===== src/rtl/uart_tx_arbiter.sv =====
// uart_tx_arbiter: round-robin arbiter that feeds characters from NUM_REQ
// requesters, one at a time, into a single uart_tx transmitter.
//
// Ports:
//   clk, rst_n   clock and asynchronous active-low reset
//   req_valid    per-requester character pending (held until acked)
//   req_data     requester i at [i*DATA_BITS +: DATA_BITS]
//   req_ack      one-hot, one-cycle pulse when a character is captured
//   tx_start     start request to uart_tx
//   tx_data      captured character presented to uart_tx
//   tx_busy      uart_tx busy
//   tx_done      uart_tx completion pulse
//   grant_id     index of the requester owning the transmitter
//   active       high whenever the arbiter is not idle
//   timeout_err  one-cycle pulse when a transmission is abandoned
module uart_tx_arbiter #(
  parameter int NUM_REQ        = 4,
  parameter int DATA_BITS      = 8,
  parameter int TIMEOUT_CYCLES = 2_000_000
) (
  input  logic                           clk,
  input  logic                           rst_n,
  input  logic [NUM_REQ-1:0]             req_valid,
  input  logic [NUM_REQ*DATA_BITS-1:0]   req_data,
  output logic [NUM_REQ-1:0]             req_ack,
  output logic                           tx_start,
  output logic [DATA_BITS-1:0]           tx_data,
  input  logic                           tx_busy,
  input  logic                           tx_done,
  output logic [$clog2(NUM_REQ)-1:0]     grant_id,
  output logic                           active,
  output logic                           timeout_err
);

  localparam int IW = $clog2(NUM_REQ);
  localparam int TW = $clog2(TIMEOUT_CYCLES);
  localparam logic [IW:0]   NR_W    = (IW+1)'(NUM_REQ);
  localparam logic [IW-1:0] LAST_ID = IW'(NUM_REQ-1);
  localparam logic [TW-1:0] TO_LAST = TW'(TIMEOUT_CYCLES-1);

  typedef enum logic [1:0] {
    IDLE,
    ISSUE,
    WAIT_BUSY,
    WAIT_DONE
  } state_e;

  state_e                 state_q, state_d;
  logic [IW-1:0]          rr_ptr_q, rr_ptr_d;
  logic [TW-1:0]          to_cnt_q, to_cnt_d;
  logic [2:0]             retry_q, retry_d;
  logic [NUM_REQ-1:0]     req_ack_q, req_ack_d;
  logic                   tx_start_q, tx_start_d;
  logic [DATA_BITS-1:0]   tx_data_q, tx_data_d;
  logic [IW-1:0]          grant_id_q, grant_id_d;
  logic                   active_q, active_d;
  logic                   timeout_err_q, timeout_err_d;

  logic                   found;
  logic [IW-1:0]          win;
  logic [IW:0]            sum;
  logic [DATA_BITS-1:0]   win_data;
  logic                   timed_out;

  // Search from rr_ptr upward, wrapping; the first pending requester wins.
  always_comb begin
    found = 1'b0;
    win   = '0;
    sum   = '0;
    for (int k = 0; k < NUM_REQ; k++) begin
      sum = {1'b0, rr_ptr_q} + (IW+1)'(k);
      if (sum >= NR_W) sum = sum - NR_W;
      if (!found && req_valid[sum[IW-1:0]]) begin
        found = 1'b1;
        win   = sum[IW-1:0];
      end
    end
  end

  always_comb begin
    win_data = '0;
    for (int i = 0; i < NUM_REQ; i++) begin
      if (win == IW'(i)) win_data = req_data[i*DATA_BITS +: DATA_BITS];
    end
  end

  assign timed_out = (to_cnt_q == TO_LAST);

  always_comb begin
    state_d       = state_q;
    rr_ptr_d      = rr_ptr_q;
    to_cnt_d      = to_cnt_q;
    retry_d       = retry_q;
    req_ack_d     = '0;
    tx_start_d    = 1'b0;
    tx_data_d     = tx_data_q;
    grant_id_d    = grant_id_q;
    timeout_err_d = 1'b0;

    unique case (state_q)
      IDLE: begin
        if (found) begin
          req_ack_d  = {{(NUM_REQ-1){1'b0}}, 1'b1} << win;
          tx_data_d  = win_data;
          grant_id_d = win;
          rr_ptr_d   = (win == LAST_ID) ? '0 : win + IW'(1);
          to_cnt_d   = '0;
          retry_d    = '0;
          // registered, so tx_start is high during the ISSUE cycle
          tx_start_d = 1'b1;
          state_d    = ISSUE;
        end
      end
      ISSUE: begin
        if (tx_done) begin
          state_d = IDLE;
        end else if (timed_out) begin
          timeout_err_d = 1'b1;
          state_d       = IDLE;
        end else begin
          to_cnt_d = to_cnt_q + TW'(1);
          retry_d  = '0;
          state_d  = WAIT_BUSY;
        end
      end
      WAIT_BUSY: begin
        if (tx_done) begin
          state_d = IDLE;
        end else if (timed_out) begin
          timeout_err_d = 1'b1;
          state_d       = IDLE;
        end else begin
          to_cnt_d = to_cnt_q + TW'(1);
          if (tx_busy) begin
            state_d = WAIT_DONE;
          end else if (retry_q == 3'd7) begin
            // uart_tx dropped the start (cts low); ask again
            tx_start_d = 1'b1;
            retry_d    = '0;
          end else begin
            retry_d = retry_q + 3'd1;
          end
        end
      end
      WAIT_DONE: begin
        if (tx_done) begin
          state_d = IDLE;
        end else if (timed_out) begin
          timeout_err_d = 1'b1;
          state_d       = IDLE;
        end else begin
          to_cnt_d = to_cnt_q + TW'(1);
        end
      end
      default: state_d = IDLE;
    endcase

    active_d = (state_d != IDLE);
  end

  always_ff @(posedge clk or negedge rst_n) begin
    if (!rst_n) begin
      state_q       <= IDLE;
      rr_ptr_q      <= '0;
      to_cnt_q      <= '0;
      retry_q       <= '0;
      req_ack_q     <= '0;
      tx_start_q    <= 1'b0;
      tx_data_q     <= '0;
      grant_id_q    <= '0;
      active_q      <= 1'b0;
      timeout_err_q <= 1'b0;
    end else begin
      state_q       <= state_d;
      rr_ptr_q      <= rr_ptr_d;
      to_cnt_q      <= to_cnt_d;
      retry_q       <= retry_d;
      req_ack_q     <= req_ack_d;
      tx_start_q    <= tx_start_d;
      tx_data_q     <= tx_data_d;
      grant_id_q    <= grant_id_d;
      active_q      <= active_d;
      timeout_err_q <= timeout_err_d;
    end
  end

  assign req_ack     = req_ack_q;
  assign tx_start    = tx_start_q;
  assign tx_data     = tx_data_q;
  assign grant_id    = grant_id_q;
  assign active      = active_q;
  assign timeout_err = timeout_err_q;

endmodule


===== config.mk =====
export PLATFORM = sky130hd
export DESIGN_NAME = uart_tx_arbiter
export DESIGN_NICKNAME = d
export VERILOG_FILES = /design/src/rtl/uart_tx_arbiter.sv
export SDC_FILE = /design/constraint.sdc
export NUM_CORES = 1
export LEC_CHECK = 0
export ABC_CLOCK_PERIOD_IN_PS = 3300
export BUFFER_PORTS_ARGS = -buffer_cell sky130_fd_sc_hd__buf_4
export CORE_MARGIN = 1
export CORE_UTILIZATION = 25
export DETAILED_ROUTE_END_ITERATION = 12
export GPL_TIMING_DRIVEN = 0
export HOLD_SLACK_MARGIN = 0.12
export PLACE_DENSITY = 0.42
export SETUP_SLACK_MARGIN = 0.15
export SKIP_CTS_REPAIR_TIMING = 1
export SYNTH_ARGS = -nofsm -noshare
export SYNTH_HDL_FRONTEND = slang
export SYNTH_SLANG_ARGS = --single-unit

===== constraint.sdc =====
create_clock -name clk -period 3.3 [get_ports clk]
set_input_delay 0.33 -clock clk [delete_from_list [all_inputs] [get_ports clk]]
set_output_delay 0.33 -clock clk [all_outputs]
set_load 0.005 [all_outputs]

==> results of run 1 <==
[per-stage QoR]
| stage | hold slack (ns) | util, % | setup slack, ns | total power (uW) |
|---|---|---|---|---|
| 3_3_place_gp | 0.3995 | 32.39 | 0.5773 | 1665 |
| 3_5_place_dp | 0.4031 | 32.39 | 0.5738 | 1661 |
| 4_1_cts | 0.07165 | 33.24 | 0.5542 | 2012 |
| 6_report | 0.2205 | 33.34 | 0.6024 | 1983 |
| 2_1_floorplan | 0.03441 | - | 1.108 | 1275 |
| 5_1_grt | 0.2142 | 33.34 | 0.2773 | 2154 |
[cell usage after synthesis, types with 2 or more instances]
library cell / instances
a21oi_1: 34
a32o_1: 2
and2_1: 6
clkbuf_1: 10
dfrtp_1: 45
ha_1: 7
inv_1: 6
mux2i_1: 5
nand2_1: 30
nand2b_1: 2
nand3_1: 8
nand3b_1: 8
nand4_1: 3
nand4_2: 2
nor2_1: 12
nor3_1: 5
nor3b_1: 2
nor4_1: 5
o211ai_1: 6
o21a_1: 9
o21ai_0: 13
o31ai_1: 8
or3_1: 5
or4_1: 5
xnor2_1: 7
[sequential cells by signal, indices dropped and copies added, names as in the netlist]
signal       count
to_cnt_q        21
tx_data          8
req_ack          4
retry_q          3
grant_id         2
rr_ptr_q         2
state_q          2
active           1
timeout_err      1
tx_start         1
[layout by cell type, fill, tap and decap left out, drive strengths merged, types with 2 or more instances in the layout]
cell type / Yosys / layout
nand3b: 8 / 8
a21oi: 34 / 34
buf: 3 / 59
inv: 6 / 6
o31ai: 8 / 8
and4: 2 / 2
nor3b: 2 / 2
a32o: 2 / 2
o21a: 9 / 9
nand2: 30 / 30
nand4: 5 / 5
ha: 7 / 7
nor3: 5 / 5
and2: 6 / 6
or3: 5 / 5
nor4: 6 / 6
nand3: 8 / 8
xnor2: 7 / 7
nand2b: 2 / 2
mux2i: 5 / 5
nor2: 12 / 12
clkbuf: 10 / 18
dfrtp: 45 / 45
o211ai: 6 / 6
or4: 7 / 7
o21ai: 13 / 13
[worst max-delay path, stage by stage (launching register included)]
cell and delay, ns:
dfrtp_1 0.46, mux2i_1 0.21, nor2_1 0.08, nor4_1 0.48, inv_1 0.14, ha_1 0.23
clkbuf_1 0.20, clkbuf_1 0.29, a21oi_1 0.19, a21oi_1 0.05, o21ai_0 0.16, o21a_1 0.14
[cells by family (layout without fill, tap and decap cells)]
logic type,count (synthesis),count (layout)
xor gates and xnor gates,7,7
and+or+nand+nor,103,103
muxes,6,6
buffers and inverters,19,84
adders and majority gates,7,7
DFF,45,45
AOI/OAI and AO/OA,76,76
[layer usage]
layer	wire length, microns	GRT usage, %	vias to the layer above
li1	-	-	1090
met1	3461	21.01	1070
met2	3048	22.45	56
met3	365	3.658	5
met4	59	3.344	0
met5	0	0	-
[layout make-up]
| class | count | area (sq um) |
|---|---|---|
| Tap cell | 129 | 161.4 |
| Multi-Input combinational cell | 199 | 1257 |
| Sequential cell | 45 | 1126 |
| Inverter | 6 | 22.52 |
| Clock buffer | 8 | 80.08 |
| Timing Repair Buffer | 57 | 430.4 |
| Fill cell | 1016 | 6276 |
| Buffer | 13 | 61.31 |
[power breakdown]
part	internal, uW	switching (uW)
registers	683	98.8
logic	377	482
clock network	151	192
[worst max-delay path by stage]
stage	startpoint	to	slack [ns]	cells after the start
after floorplan	rr_ptr_q[1]$_DFFE_PN0P_	tx_data[4]$_DFFE_PN0P_	1.11	11
after global placement	req_valid[3]	tx_data[4]$_DFFE_PN0P_	0.58	11
after detailed placement	rr_ptr_q[1]$_DFFE_PN0P_	tx_data[4]$_DFFE_PN0P_	0.57	11
after CTS	rr_ptr_q[1]$_DFFE_PN0P_	tx_data[4]$_DFFE_PN0P_	0.55	11
after global routing	rr_ptr_q[1]$_DFFE_PN0P_	tx_data[7]$_DFFE_PN0P_	0.28	10
final	rr_ptr_q[1]$_DFFE_PN0P_	tx_data[4]$_DFFE_PN0P_	0.60	11
==> results.cfg, run 1 <==
[synth]
yosysTopAreaCellShare_pct = 45.64
synth_top_cell_by_area = dfrtp_1
syn-num-nets = 310
ys_warn_count = 0
synth_ff_type = dfrtp_1
synth_top_family_by_area = simple AND/OR/NAND/NOR gates
synth_area_per_cell_sq_um = 9.382
synth-simple-area-share_pct = 23.83
synth_mux_area_share_pct = 2.485
async_reset_ff_share_pct = 100.0
synth_area_sq_um = 2467
synth_seq_cells = 45
synth_edf_count = 0
synth_cell_types = 43
synth_fa_ha_area_share_pct = 3.550
syn_inst = 263
synthTopCellsByArea = dfrtp_1 46%, a21oi_1 6.9%, nand2_1 4.6%, ha_1 3.5%, o21a_1 2.7%
synth_compound_area_share_pct = 18.61
synth_xor_area_share_pct = 2.485
ys_seq_area_share_pct = 45.64

[worst_hold_path]
hp-class = in -> reg
hold_path_depth = 2
hp-start = tx_done
whs_endpoint = tx_start$_DFF_PN0_

[placed_design]
place.port_buffers = 56
dp_hpwl_mm = 4.866
gp_routability_congestion = 0.7252
dpl_cell_area_sq_um = 3049
place_inst = 448

[drt]
first_pass_iters = 4
num_vias = 2221
drt-total-wl_mm = 6.935
wl_per_cell_microns = 15.18
avgViaCountPerCell = 4.860
antenna_left = 0
drt_iter0_markers = 106
route.detailed.drc = 0

[sta]
grt_setup_unrepaired = false
fmax_mhz = 370.7
period_share_pct = 81.74
post-route-min-period_ns = 2.698
finalSetupViolCount = 0
fin_skew_ns = 0.01127
slew_violations = 0
hold_viol = 0
slew_headroom_pct = 36.97
final.setup.tns_ns = 0
tightest_slew_ns = 0.9383

[grt]
grt_pass1_wl_mm = 11.70
grt_pass1_vias = 2239
grt_overflow = 0
grtUsageTotal_pct = 14.76
antenna_found_initial = 0
grt_max_degree = 46

[cells_and_area]
area_delta_synth_final_pct = 27.23
layoutNonFillerInstCount = 457
drive_gt1_share_pct = 21.65
fin_area_sq_um = 3139
fin_nets = 374
diodes = 0

[critical_path]
crit_fanout = 10
crit_path_end_kind = register
crit_required_ns = 3.54
worstSetupPathType = reg -> reg
worstSetupStartpointType = register
arrival_ns = 2.93
reg2reg_slack_ns = 0.60
r2r-end = tx_data[4]$_DFFE_PN0P_
reg2reg_depth = 11
r2r-start = rr_ptr_q[1]$_DFFE_PN0P_

[power]
p_leak_uw = 0.001351
peakVddDrop_uv = 215.9
power.density_nw_per_um2 = 631.6

[clock_network]
cts-htree-levels = 2
cts_tree = yes
numCtsBuffers = 5
clkTransAtPathRegs_ns = 0.09
worstSkewPairLatency_ns = 0.30
numClockSinks = 45
clockBufferDepth = 2
cts_root_buffer = clkbuf_8

[die]
die_area_sq_um = 10270
initial_core_util_pct = 26.21
ios = 57
die_x_microns = 101.3
dieHeight_microns = 101.3
core_sq_um = 9415
placementRows = 35

[run_status]
outcome = finished clean

[flow_run]
cap_violations = 0
No activity file was read; power rests on OpenSTA's default activity.
==> run 2, diff against run 1 <==
--- a/config.mk
+++ b/config.mk
@@ -5,14 +5,15 @@
 export SDC_FILE = /design/constraint.sdc
 export NUM_CORES = 1
 export LEC_CHECK = 0
-export ABC_CLOCK_PERIOD_IN_PS = 3300
+export ABC_AREA = 1
+export ABC_CLOCK_PERIOD_IN_PS = 2300
 export BUFFER_PORTS_ARGS = -buffer_cell sky130_fd_sc_hd__buf_4
 export CORE_MARGIN = 1
 export CORE_UTILIZATION = 25
 export DETAILED_ROUTE_END_ITERATION = 12
 export GPL_TIMING_DRIVEN = 0
 export HOLD_SLACK_MARGIN = 0.12
-export PLACE_DENSITY = 0.42
+export PLACE_DENSITY = 0.43
 export SETUP_SLACK_MARGIN = 0.15
 export SKIP_CTS_REPAIR_TIMING = 1
 export SYNTH_ARGS = -nofsm -noshare
==> constraint.sdc (replaced) <==
create_clock -name clk -period 2.3 [get_ports clk]
set_input_delay 0.23 -clock clk [delete_from_list [all_inputs] [get_ports clk]]
set_output_delay 0.23 -clock clk [all_outputs]
set_load 0.005 [all_outputs]
==> run 2 against run 1 <==
Net effect:
- the flow now finishes with violations (setup timing)
- worst setup slack worse by 0.66 ns
- first-iteration DRC count down 6.6%
- flip-flop and latch count unchanged
- non-clock buffer count up 9
- combinational power rose to 4.0 times the previous value
- sequential power up 42%
- synthesized cell count up 62%
- maximum frequency up 14%
- clock skew down 0.0048 ns
- total power rose to 2.7 times the previous value
- via count up 27%
- critical path type unchanged
- critical endpoint is now tx_data[6]$_DFFE_PN0P_
- largest cell class unchanged
==> results.cfg, run 2 <==
[drt]
antenna_left = 0
drt-total-wl_mm = 8.096
avgViaCountPerCell = 4.384
drt_iter0_markers = 99
num_vias = 2819
highest_layer = met4
wl_met1_mm = 3.843
first_pass_iters = 4
met2_length_mm = 3.688
route.detailed.drc = 0
wl_per_cell_microns = 12.59
met3_wirelength_microns = 496

[critical_path]
reg2reg_slack_ns = -0.06
worstSetupStartpointType = register
crit_slowest_cell = dfrtp_1
crit_fanout = 8
crit_required_ns = 2.49
critPathMostFrequentCell = nand2_1
worstPathCellList = buf_6, nand2_1, nand3_1, o21ai_4, nand3_2, nand2_2, nand2_2, nand3_4, inv_4, ha_4, buf_8, buf_4, a21oi_1, nand2_1, o21ai_1, o21ai_1, nand2_1, nand2_1
worstSetupPathType = reg -> reg
arrival_ns = 2.55
cp_slowest_stage_delay_ns = 0.40
crit_path_end_kind = register

[run_status]
outcome = complete, but fails checks
violations = setup timing

[placed_design]
gp_routability_congestion = 0.8193
dpl_cell_area_sq_um = 3536
place_ws_ns = -0.1810
place.port_buffers = 56
dp_hpwl_mm = 5.868

[power]
clkPwrFrac_pct = 13.9
power.density_nw_per_um2 = 1346
peakVddDrop_uv = 1014
swShare_pct = 47.19
cellInternalPower_uw = 2801
comb_power_share_pct = 65.2
switching_power_uw = 2502
p_leak_uw = 0.001935
power_frac_seq_pct = 20.9

[synth]
ys_warn_count = 0
synth_ff_type = dfrtp_1
synth_top_cell_by_area = dfrtp_1
synth_seq_cells = 45
syn-num-nets = 473
yosysMostFrequentCell = nand2_1
synth_fa_ha_area_share_pct = 3.008
synth_cell_types = 30
synthTopCellsByArea = dfrtp_1 39%, nand2_1 20%, nor2_1 5.7%, nand3_1 5.5%, inv_1 5.4%
async_reset_ff_share_pct = 100.0
synth_mux_area_share_pct = 0
synth-simple-area-share_pct = 38.38
synth_compound_area_share_pct = 8.982
synth_edf_count = 0
synth_area_sq_um = 2912
syn_inst = 426
synth_area_per_cell_sq_um = 6.835
ys_seq_area_share_pct = 38.68
yosysTopAreaCellShare_pct = 38.68
synth_xor_area_share_pct = 1.805
synth_top_family_by_area = simple AND/OR/NAND/NOR gates
yosys-top-cells-count = 158 x nand2_1, 45 x dfrtp_1, 44 x nor2_1, 42 x inv_1, 32 x nand3_1

[grt]
grt_overflow = 0
grt_max_degree = 46
antenna_found_initial = 0
grtUsageTotal_pct = 14.13
grt_pass1_vias = 2794
grt_pass1_wl_mm = 13.21

[cells_and_area]
final_cell_mix = 141 x nand2_1, 64 x buf_4, 45 x dfrtp_1, 43 x nor2_1, 37 x inv_1
largest_register_ffs = 21
fin_nets = 546
top_register = to_cnt_q
area_delta_synth_final_pct = 35.32
fillers = 1223
drive_gt1_share_pct = 28.80
final_core_util_pct = 34.65
fin_area_sq_um = 3940
final_common_cell = nand2_1
diodes = 0

[sta]
period_share_pct = 102.5
fmax_mhz = 424.0
slew_headroom_pct = 59.77
tightest_slew_ns = 0.6035
whs_ns = 0.2380
final.setup.tns_ns = -0.1926
slew_violations = 0
hold_viol = 0
grt_setup_unrepaired = true
finalSetupViolCount = 7
fin_skew_ns = 0.006496
fin_ws_ns = -0.05836
post-route-min-period_ns = 2.358

[flow_run]
cap_violations = 0

[die]
die_x_microns = 109.9
placementRows = 39
core_sq_um = 11370
initial_core_util_pct = 25.61
die_area_sq_um = 12080
ios = 57
dieHeight_microns = 109.9

[clock_network]
cts_tree = yes
clkTransAtPathRegs_ns = 0.07
numClockSinks = 45
clockBufferDepth = 2
worstSkewPairLatency_ns = 0.29
cts_root_buffer = clkbuf_16
cts-htree-levels = 2
numCtsBuffers = 5

[worst_hold_path]
hp-class = in -> reg
## run 2: cells by family (layout without fill, tap and decap cells)
family	after synthesis	after routing
flops	45	45
buf+inv	58	132
fa+ha+maj	7	7
simple gates	264	264
xor+xnor	6	6
compound gates	46	46
## run 2: worst max-delay path, delay by kind of cell, from the launching register on
family	cells	cell delay, ns
compound gates	4	0.43
fa+ha+maj	1	0.15
simple gates	9	0.79
buf+inv	4	0.48
flops	1	0.40
## run 2: power by group through the flow
| stage | Clock [uW] | Sequential [uW] | Combinational, uW |
|---|---|---|---|
| floorplan | 0 | 1100 | 2020 |
| global placement | 0 | 1110 | 2830 |
| detailed placement | 0 | 1110 | 2830 |
| CTS | 771 | 1100 | 2840 |
| global route | 803 | 1130 | 3920 |
| finish | 738 | 1110 | 3460 |
## run 2: worst paths after layout
check / cells after the start / from / end
setup / recovery: 18 / rr_ptr_q[0]$_DFFE_PN0P_ / tx_data[6]$_DFFE_PN0P_
hold / removal: 4 / tx_busy / tx_start$_DFF_PN0_
setup reg to reg: 18 / rr_ptr_q[0]$_DFFE_PN0P_ / tx_data[6]$_DFFE_PN0P_
hold reg to reg: 2 / tx_data[4]$_DFFE_PN0P_ / tx_data[4]$_DFFE_PN0P_
max in group asynchronous: 2 / rst_n / req_ack[3]$_DFF_PN0_
min in group asynchronous: 2 / rst_n / active$_DFF_PN0_
## run 2: per-layer routing
layer / vias up / GRT usage (%)
met2: 63 / 23.21
met1: 1252 / 17.94
met5: - / 0
met3: 7 / 4.386
li1: 1497 / -
met4: 0 / 3.429
## run 2: stage by stage
stage / power [uW] / instances
after floorplan: 3129 / 426
after CTS: 4713 / 633
after global routing: 5853 / 643
after global placement: 3949 / 625
final: 5303 / 643
after detailed placement: 3942 / 625
## run 2: layout make-up
type	instances	area (sq um)	share of cell area [%]
Multi-Input combinational cell	323	1680	42.65
Sequential cell	45	1126	28.58
Timing Repair Buffer	66	504.2	12.80
Inverter	45	181.4	4.605
Tap cell	143	178.9	4.541
Clock buffer	5	125.1	3.176
Buffer	13	122.6	3.112
Clock inverter	3	21.27	0.5399
==> run 3, diff against run 2 <==
--- a/config.mk
+++ b/config.mk
@@ -5,7 +5,6 @@
 export SDC_FILE = /design/constraint.sdc
 export NUM_CORES = 1
 export LEC_CHECK = 0
-export ABC_AREA = 1
 export ABC_CLOCK_PERIOD_IN_PS = 2300
 export BUFFER_PORTS_ARGS = -buffer_cell sky130_fd_sc_hd__buf_4
 export CORE_MARGIN = 1
@@ -13,7 +12,7 @@
 export DETAILED_ROUTE_END_ITERATION = 12
 export GPL_TIMING_DRIVEN = 0
 export HOLD_SLACK_MARGIN = 0.12
-export PLACE_DENSITY = 0.43
+export PLACE_DENSITY = 0.44
 export SETUP_SLACK_MARGIN = 0.15
 export SKIP_CTS_REPAIR_TIMING = 1
 export SYNTH_ARGS = -nofsm -noshare
==> run 3 against run 2 <==
Net effect:
- largest cell class unchanged
- final area shrank 11%
- clock power is 13% lower
- global-route usage shrank 0.53 points
- the flow now finishes without violations
- highest routed layer unchanged
- worst setup slack better by 0.23 ns
- via count decreased by 21%
- register-to-register slack better by 0.23 ns
- maximum frequency up 11%
==> results.cfg, run 3 (synthesis results as in run 1) <==
[placed_design]
place.port_buffers = 56
gp_routability_congestion = 0.7295
place_ws_ns = -0.3014
dp_hpwl_mm = 4.733
dpl_cell_area_sq_um = 3055

[critical_path]
worstSetupStartpointType = register
worstSetupPathType = reg -> reg
arrival_ns = 2.32
crit_path_end_kind = register
reg2reg_depth = 7
crit_fanout = 5
cp-startpoint = to_cnt_q[9]$_DFFE_PN0P_
r2r-start = to_cnt_q[9]$_DFFE_PN0P_
r2r-end = to_cnt_q[9]$_DFFE_PN0P_
crit_required_ns = 2.49
crit_path_end = to_cnt_q[9]$_DFFE_PN0P_
reg2reg_slack_ns = 0.17

[power]
power.total_uw = 3157
p_leak_uw = 0.001531
power.density_nw_per_um2 = 901.6
peakVddDrop_uv = 316.1

[cells_and_area]
top_register = to_cnt_q
drive_gt1_share_pct = 34.40
fin_area_sq_um = 3501
final_core_util_pct = 37.18
final_cell_mix = 71 x buf_4, 41 x dfrtp_1, 30 x nand2_1, 27 x a21oi_1, 10 x nor2_1
final_common_cell = buf_4
area_delta_synth_final_pct = 41.89
fillers = 972
fin_nets = 389
diodes = 0
largest_register_ffs = 21

[clock_network]
cts_tree = yes
cts-htree-levels = 2
numCtsBuffers = 5
numClockSinks = 45
cts_root_buffer = clkbuf_8
clockBufferDepth = 2
clkTransAtPathRegs_ns = 0.09
worstSkewPairLatency_ns = 0.30

[grt]
grt_pass1_vias = 2195
grt_overflow = 0
antenna_found_initial = 0
grt_pass1_wl_mm = 10.86
grtUsageTotal_pct = 13.60
grt_max_degree = 46

[sta]
period_share_pct = 92.67
post-route-min-period_ns = 2.131
grt_setup_unrepaired = true
fmax_mhz = 469.2
whs_ns = 0.2322
slew_violations = 0
slew_headroom_pct = 55.13
hold_viol = 0
fin_skew_ns = 0.01003
tightest_slew_ns = 0.6716
fin_ws_ns = 0.1685
finalSetupViolCount = 0

[drt]
avgViaCountPerCell = 4.725
wl_per_cell_microns = 14.44
first_pass_iters = 4
drt_iter0_markers = 48
route.detailed.drc = 0
drt-total-wl_mm = 6.818
antenna_left = 0
num_vias = 2230

[run_status]
outcome = finished clean

[die]
core_sq_um = 9415
die_x_microns = 101.3
ios = 57
die_area_sq_um = 10270
dieHeight_microns = 101.3
initial_core_util_pct = 26.21
placementRows = 35

[worst_hold_path]
hold_path_depth = 4
hp-class = in -> reg

[flow_run]
cap_violations = 0
[run 3: per-stage QoR]
stage	TNS (ns)	std cells
CTS	-1.865	456
detailed placement	-4.485	448
global placement	-4.357	448
floorplan	0	263
finish	0	472
global route	0	472
[run 3: worst max-delay path, cell delays in order, from the launching register on]
cell and delay (ns):
dfrtp_1 0.43, or4bb_4 0.57, nor4_4 0.34, and2_4 0.25
buf_4 0.12, clkbuf_16 0.13, o211ai_1 0.09, o31ai_1 0.10
[run 3: layout make-up]
type / instances / area, sq um / share of cell area, %
plain buffers: 13 / 97.59 / 2.788
clock buffers: 6 / 82.58 / 2.359
clock inverters: 2 / 37.54 / 1.072
inverters: 6 / 22.52 / 0.6433
multi-input cells: 199 / 1388 / 39.64
flip-flops and latches: 45 / 1131 / 32.31
well taps: 129 / 161.4 / 4.610
repair buffers: 72 / 580.6 / 16.58
[run 3: routing by layer]
layer	track usage, %	share of wire (%)
met1	17.83	47
met2	21.87	47
met3	3.934	4.9
met4	3.790	0.84
met5	0	0
[run 3: worst min-delay path by stage]
stage | to | start
4_1_cts | to_cnt_q[14]$_DFFE_PN0P_ | rst_n
2_1_floorplan | active$_DFF_PN0_ | rst_n
3_3_place_gp | to_cnt_q[19]$_DFFE_PN0P_ | rst_n
6_report | tx_start$_DFF_PN0_ | tx_busy
3_5_place_dp | to_cnt_q[19]$_DFFE_PN0P_ | rst_n
5_1_grt | tx_start$_DFF_PN0_ | tx_busy
[run 3: power breakdown]
part | switching [uW] | leakage [uW] | internal, uW
registers | 139 | 0.000584 | 982
clock network | 288 | 0.0000574 | 354
logic | 735 | 0.000890 | 659
